File: src/rtl/fetch_pkg.sv
`default_nettype none
// +----------------------------------------------------------------------+
// | fetch_pkg : shared types and constants for the instruction fetch     |
// | Revision  : 1.0 - initial release                                    |
// +----------------------------------------------------------------------+
package fetch_pkg;

  localparam int XLEN_DEFAULT = 32;

  // Instructions are word aligned; redirect targets lose their low two bits.
  localparam logic [XLEN_DEFAULT-1:0] INSTR_ALIGN_MASK = 32'hFFFF_FFFC;
  localparam int PC_INCR = 4;

  typedef enum logic [2:0] {
    IDLE = 3'd0,
    REQ  = 3'd1,
    WAIT = 3'd2,
    HOLD = 3'd3,
    DROP = 3'd4
  } fetch_state_t;

endpackage : fetch_pkg
`default_nettype wire

File: src/rtl/fetch_unit.sv
`default_nettype none
// +----------------------------------------------------------------------+
// | fetch_unit : PC owner, single-outstanding imem fetch, decode buffer  |
// | Revision   : 1.0 - initial release                                   |
// +----------------------------------------------------------------------+
module fetch_unit
  import fetch_pkg::*;
#(
  parameter int              XLEN     = XLEN_DEFAULT,
  parameter logic [XLEN-1:0] RESET_PC = '0
) (
  input  logic            clk,
  input  logic            rst_n,
  output logic            imem_req,
  output logic [XLEN-1:0] imem_addr,
  input  logic            imem_rvalid,
  input  logic [XLEN-1:0] imem_rdata,
  output logic            instr_valid,
  input  logic            instr_ready,
  output logic [XLEN-1:0] instr,
  output logic [XLEN-1:0] instr_pc,
  input  logic            redirect_valid,
  input  logic [XLEN-1:0] redirect_pc
);

  localparam logic [XLEN-1:0] C_ALIGN_MASK = ~XLEN'(~INSTR_ALIGN_MASK);
  localparam logic [XLEN-1:0] C_PC_INCR    = XLEN'(PC_INCR);

  fetch_state_t    r_state;
  logic [XLEN-1:0] r_pc;
  logic [XLEN-1:0] r_instr;
  logic [XLEN-1:0] r_instr_pc;
  logic [XLEN-1:0] w_redirect_pc;

  assign w_redirect_pc = redirect_pc & C_ALIGN_MASK;

  assign imem_req    = (r_state == REQ);
  assign imem_addr   = r_pc;
  assign instr_valid = (r_state == HOLD);
  assign instr       = r_instr;
  assign instr_pc    = r_instr_pc;

  always_ff @(posedge clk or negedge rst_n) begin
    if (!rst_n) begin
      r_state    <= IDLE;
      r_pc       <= RESET_PC;
      r_instr    <= '0;
      r_instr_pc <= '0;
    end else begin
      case (r_state)
        IDLE: begin
          if (redirect_valid) r_pc <= w_redirect_pc;
          r_state <= REQ;
        end
        // The request has already gone out, so a redirect must wait for its response.
        REQ: begin
          if (redirect_valid) begin
            r_pc    <= w_redirect_pc;
            r_state <= DROP;
          end else begin
            r_state <= WAIT;
          end
        end
        WAIT: begin
          if (redirect_valid) begin
            r_pc    <= w_redirect_pc;
            r_state <= imem_rvalid ? REQ : DROP;
          end else if (imem_rvalid) begin
            r_instr    <= imem_rdata;
            r_instr_pc <= r_pc;
            r_pc       <= r_pc + C_PC_INCR;
            r_state    <= HOLD;
          end
        end
        DROP: begin
          if (redirect_valid) r_pc <= w_redirect_pc;
          if (imem_rvalid)    r_state <= REQ;
        end
        // Redirect wins over the handshake: the held word is squashed, not consumed.
        HOLD: begin
          if (redirect_valid) begin
            r_pc    <= w_redirect_pc;
            r_state <= REQ;
          end else if (instr_ready) begin
            r_state <= REQ;
          end
        end
        default: r_state <= IDLE;
      endcase
    end
  end

  a_rvalid_protocol : assert property (@(posedge clk) disable iff (!rst_n)
    imem_rvalid |-> (r_state == WAIT || r_state == DROP));

endmodule : fetch_unit
`default_nettype wire

File: config.mk
export PLATFORM = sky130hd
export DESIGN_NAME = fetch_unit
export DESIGN_NICKNAME = d
export VERILOG_FILES = /design/src/rtl/fetch_pkg.sv /design/src/rtl/fetch_unit.sv
export SDC_FILE = /design/constraint.sdc
export NUM_CORES = 1
export LEC_CHECK = 0
export CAP_MARGIN = 20
export CORE_ASPECT_RATIO = 1.75
export CORE_UTILIZATION = 35
export CTS_CLUSTER_SIZE = 14
export DETAILED_ROUTE_END_ITERATION = 10
export PLACE_DENSITY = 0.77
export SYNTH_ARGS = -nofsm -noshare
export SYNTH_HDL_FRONTEND = slang
export SYNTH_SLANG_ARGS = --single-unit
File: constraint.sdc
create_clock -name clk -period 2.2 [get_ports clk]
set_clock_uncertainty 0.2 [all_clocks]
set_input_delay 0.55 -clock clk [delete_from_list [all_inputs] [get_ports clk]]
set_output_delay 0.55 -clock clk [all_outputs]
set_load 0.01 [all_outputs]
==> metrics.md <==
| Metric | Value |
|---|---|
| Largest net degree at the start of global routing | 55 |
| Max VDD drop | about 0.00064 V |
| DRC | 0 |
| Register area share after synthesis | between 50% and 60% |
| Routability cong. | approximately 0.84 |
| Syn avg cell area | between 8 and 9 um2 |
| Buf/Inv on CP | 1 |
| DR iter-0 viols | approximately 220 |
| Vias in the first global route | 4583 |
| Final Cell Area | roughly 7000 um2 |
| Post-synth EDFFs | 0 |
| R2r setup slk | 0.10 ns |
| Final min period | around 2.2 ns |
| IO Pins | about 170 |
| Reg power frac | between 30 and 40% |
| Crit path max fanout | 7 |
| Slew Limit Fails | 0 |
| Pre-antenna DRT Iters | 5 |
| TritonCTS Sinks | 95 |
| Slowest cell on crit path | clkdlybuf4s50_1 |
| Area delta synth->final | 55.0% |
| Psw | 3.57 mW |
| Clock buffer count from CTS | 9 |
| Combinational cell fraction of total power | about half |
| Wire per inst | roughly 16 um |
| Most common cell after layout, fill and taps aside | nand2_1 |
| IO Port Bufs | 160 |
| Clock latency on the worst-skew pair | 0.35 ns |
| Synth Warn # | 0 |
| Critical Path AT | around 1.4 ns |
| CP startpoint kind | flop |
| Total Power | slightly below 10 mW |
| Vias/cell | just over 5 |
| Cell family with most CP delay | buffers and inverters |
| Pwr/cell area | approximately 1400 nW/um2 |
| WP data required | 1.45 ns |
| Routed Antenna Nets | 0 |
| RSZ-0062 raised after global routing | no |
| Antenna Cells | 0 |
| Top cells by area, synth | dfrtp_1, nand2_1, a21oi_1 |
| Final setup vio count | 0 |
| Clock-pin slew on the worst setup and hold paths | around 0.070 ns |
| CP Cell Sequence | clkdlybuf4s50_1 |
| Die Ht | between 150 and 200 um |
| Synthesized cell area | around 4500 um2 |
| Status | completed |
| Dpl cell area | approximately 6600 um2 |
| Synth Flop Type | dfrtp_1 |
| First-pass GRT wire length | approximately 23 mm |
| Clock power share | between 10% and 20% |
| Sw frac | between 30 and 40% |
| Period utilisation layout | a little over nine tenths |
| Hold violation count in the final report | 0 |
| DP Wirelength | roughly 10 mm |
| # rows | 54 |
| HP Class | reg -> reg |
| Layout cells sized above 1 | roughly an eighth |
| Die X-Extent | 87.9 um |
| Synth Register Bits | 95 |
| Area of the core | around 12000 um2 |
| Fmax | roughly 460 MHz |
| Vias | ~4600 |
| Most frequent cells in the layout | nand2_1, clkdlybuf4s50_1, dfrtp_1, buf_4, a21oi_1 |
| Initial antenna violation count | 0 |
| Critical Path Sink Type | output port |
| CP Class | reg -> out |
| Overall Global Routing Usage | about 22% |
| Max clock buf depth | 2 |
| H-tree Lvls | 3 |
| Asr flop ratio synth | 100% |
| Final wirelength | 14.2 mm |
| Nets@finish | between 700 and 800 |
| CP max stage delay | 0.59 ns |
| Internal power | about 6.1 mW |
| Die footprint | 13400 um2 |
| Root buf cell | clkbuf_16 |
| Post-synth top area share | 52.6% |
| Area leader, netlist | dfrtp_1 |
| Cells after synthesis | 532 |
| Leak | ~3.2 nW |
| GR Overflow Total | 0 |
| Total of max-cap violations | 0 |
| CTS tree | done |
| Library cells used by synthesis | 47 |
| Initial core utilization | between 30 and 40% |
synth_stat cells (2+ instances only):
cell type    n
mux2i_1      3
clkbuf_2     3
a2bb2oi_1   10
buf_2       10
o32ai_1      2
o22ai_1     10
and4_1       3
nor4_1       3
o21a_1       3
and3_1       7
clkbuf_1    22
a21o_1       3
or3_1        3
nor2_1      22
inv_1        4
nand3_1     22
dfrtp_1     95
nor3_1       6
nor3b_1      3
nand4_2      2
nand2_1    210
a21oi_1     26
buf_4        4
or4_1        3
o21ai_0     16
o31ai_1      2
nand4_1      7
a31oi_1      5
a311oi_1     5
per-layer routing:
| metal | global-route usage, % | share of wire (%) |
|---|---|---|
| met5 | 0 | 0 |
| met4 | 10.5 | 3.4 |
| met3 | 3.74 | 4.5 |
| met2 | 38.8 | 53 |
| met1 | 25.1 | 39 |
logic make-up after synthesis:
| group | count (synthesis) | synth area share [%] |
|---|---|---|
| AOI/OAI and AO/OA | 92 | 13.3 |
| adders and majority gates | 1 | 0.277 |
| buffers and inverters | 44 | 4.51 |
| DFF | 95 | 52.6 |
| muxes | 4 | 0.914 |
| other | 1 | 0.0830 |
| and+or+nand+nor | 295 | 28.3 |
worst paths after layout:
path                                 endpoint  cells past startpoint     startpoint
worst min register to register      instr[14]                      2      instr[14]
min in group asynchronous        instr_pc[20]                      2          rst_n
max in group asynchronous          r_state[0]                      3          rst_n
worst max register to register  imem_addr[30]                      6     r_state[2]
worst max-delay path            imem_addr[23]                      1  imem_addr[23]
worst min-delay path                instr[14]                      2      instr[14]
power by group through the flow:
stage / Clock [mW] / Combinational (mW) / Sequential, mW
floorplan: 0 / 1.68 / 3.57
global placement: 0 / 4.52 / 3.28
detailed placement: 0 / 4.66 / 3.33
CTS: 1.72 / 4.72 / 3.29
global route: 1.79 / 5.11 / 3.42
finish: 1.68 / 4.73 / 3.31
what timing repair did:
| action | CTS | global route |
|---|---|---|
| hold buffers | 1 | 0 |
| setup buffers | 2 | 1 |
| setup endpoints to repair | 5 | 25 |
| resized for setup | 4 | 12 |
| endpoints found under the hold margin | 21 | 0 |
| gates cloned | 0 | 0 |
flip-flops by register name, indices dropped and copies added, names as in the netlist:
name       cells
imem_addr     30
instr_pc      30
instr         32
r_state        3
area by class of cell:
cell class / count / area (um2)
repair buffers: 216 / 2100
inverters: 4 / 15.0
clock inverters: 3 / 67.6
multi-input cells: 396 / 1980
fillers: 1098 / 5490
well taps: 168 / 210
clock buffers: 12 / 246
flip-flops and latches: 95 / 2390
metrics by stage:
stage | TNS [ns] | hold slack, ns | std cells | util, % | setup WS, ns
6_report | 0 | 0.273 | 894 | 56.0 | 0.0475
5_1_grt | 0 | 0.288 | 894 | 56.0 | 0.00297
4_1_cts | 0 | 0.278 | 893 | 55.8 | 0.00786
3_5_place_dp | -12.91 | 0.261 | 875 | 53.1 | -0.289
3_3_place_gp | -9.26 | 0.256 | 875 | 53.1 | -0.292
2_1_floorplan | 0 | 0.0544 | 535 | - | 0.254
Note: power is estimated with default switching activity, not from simulation.
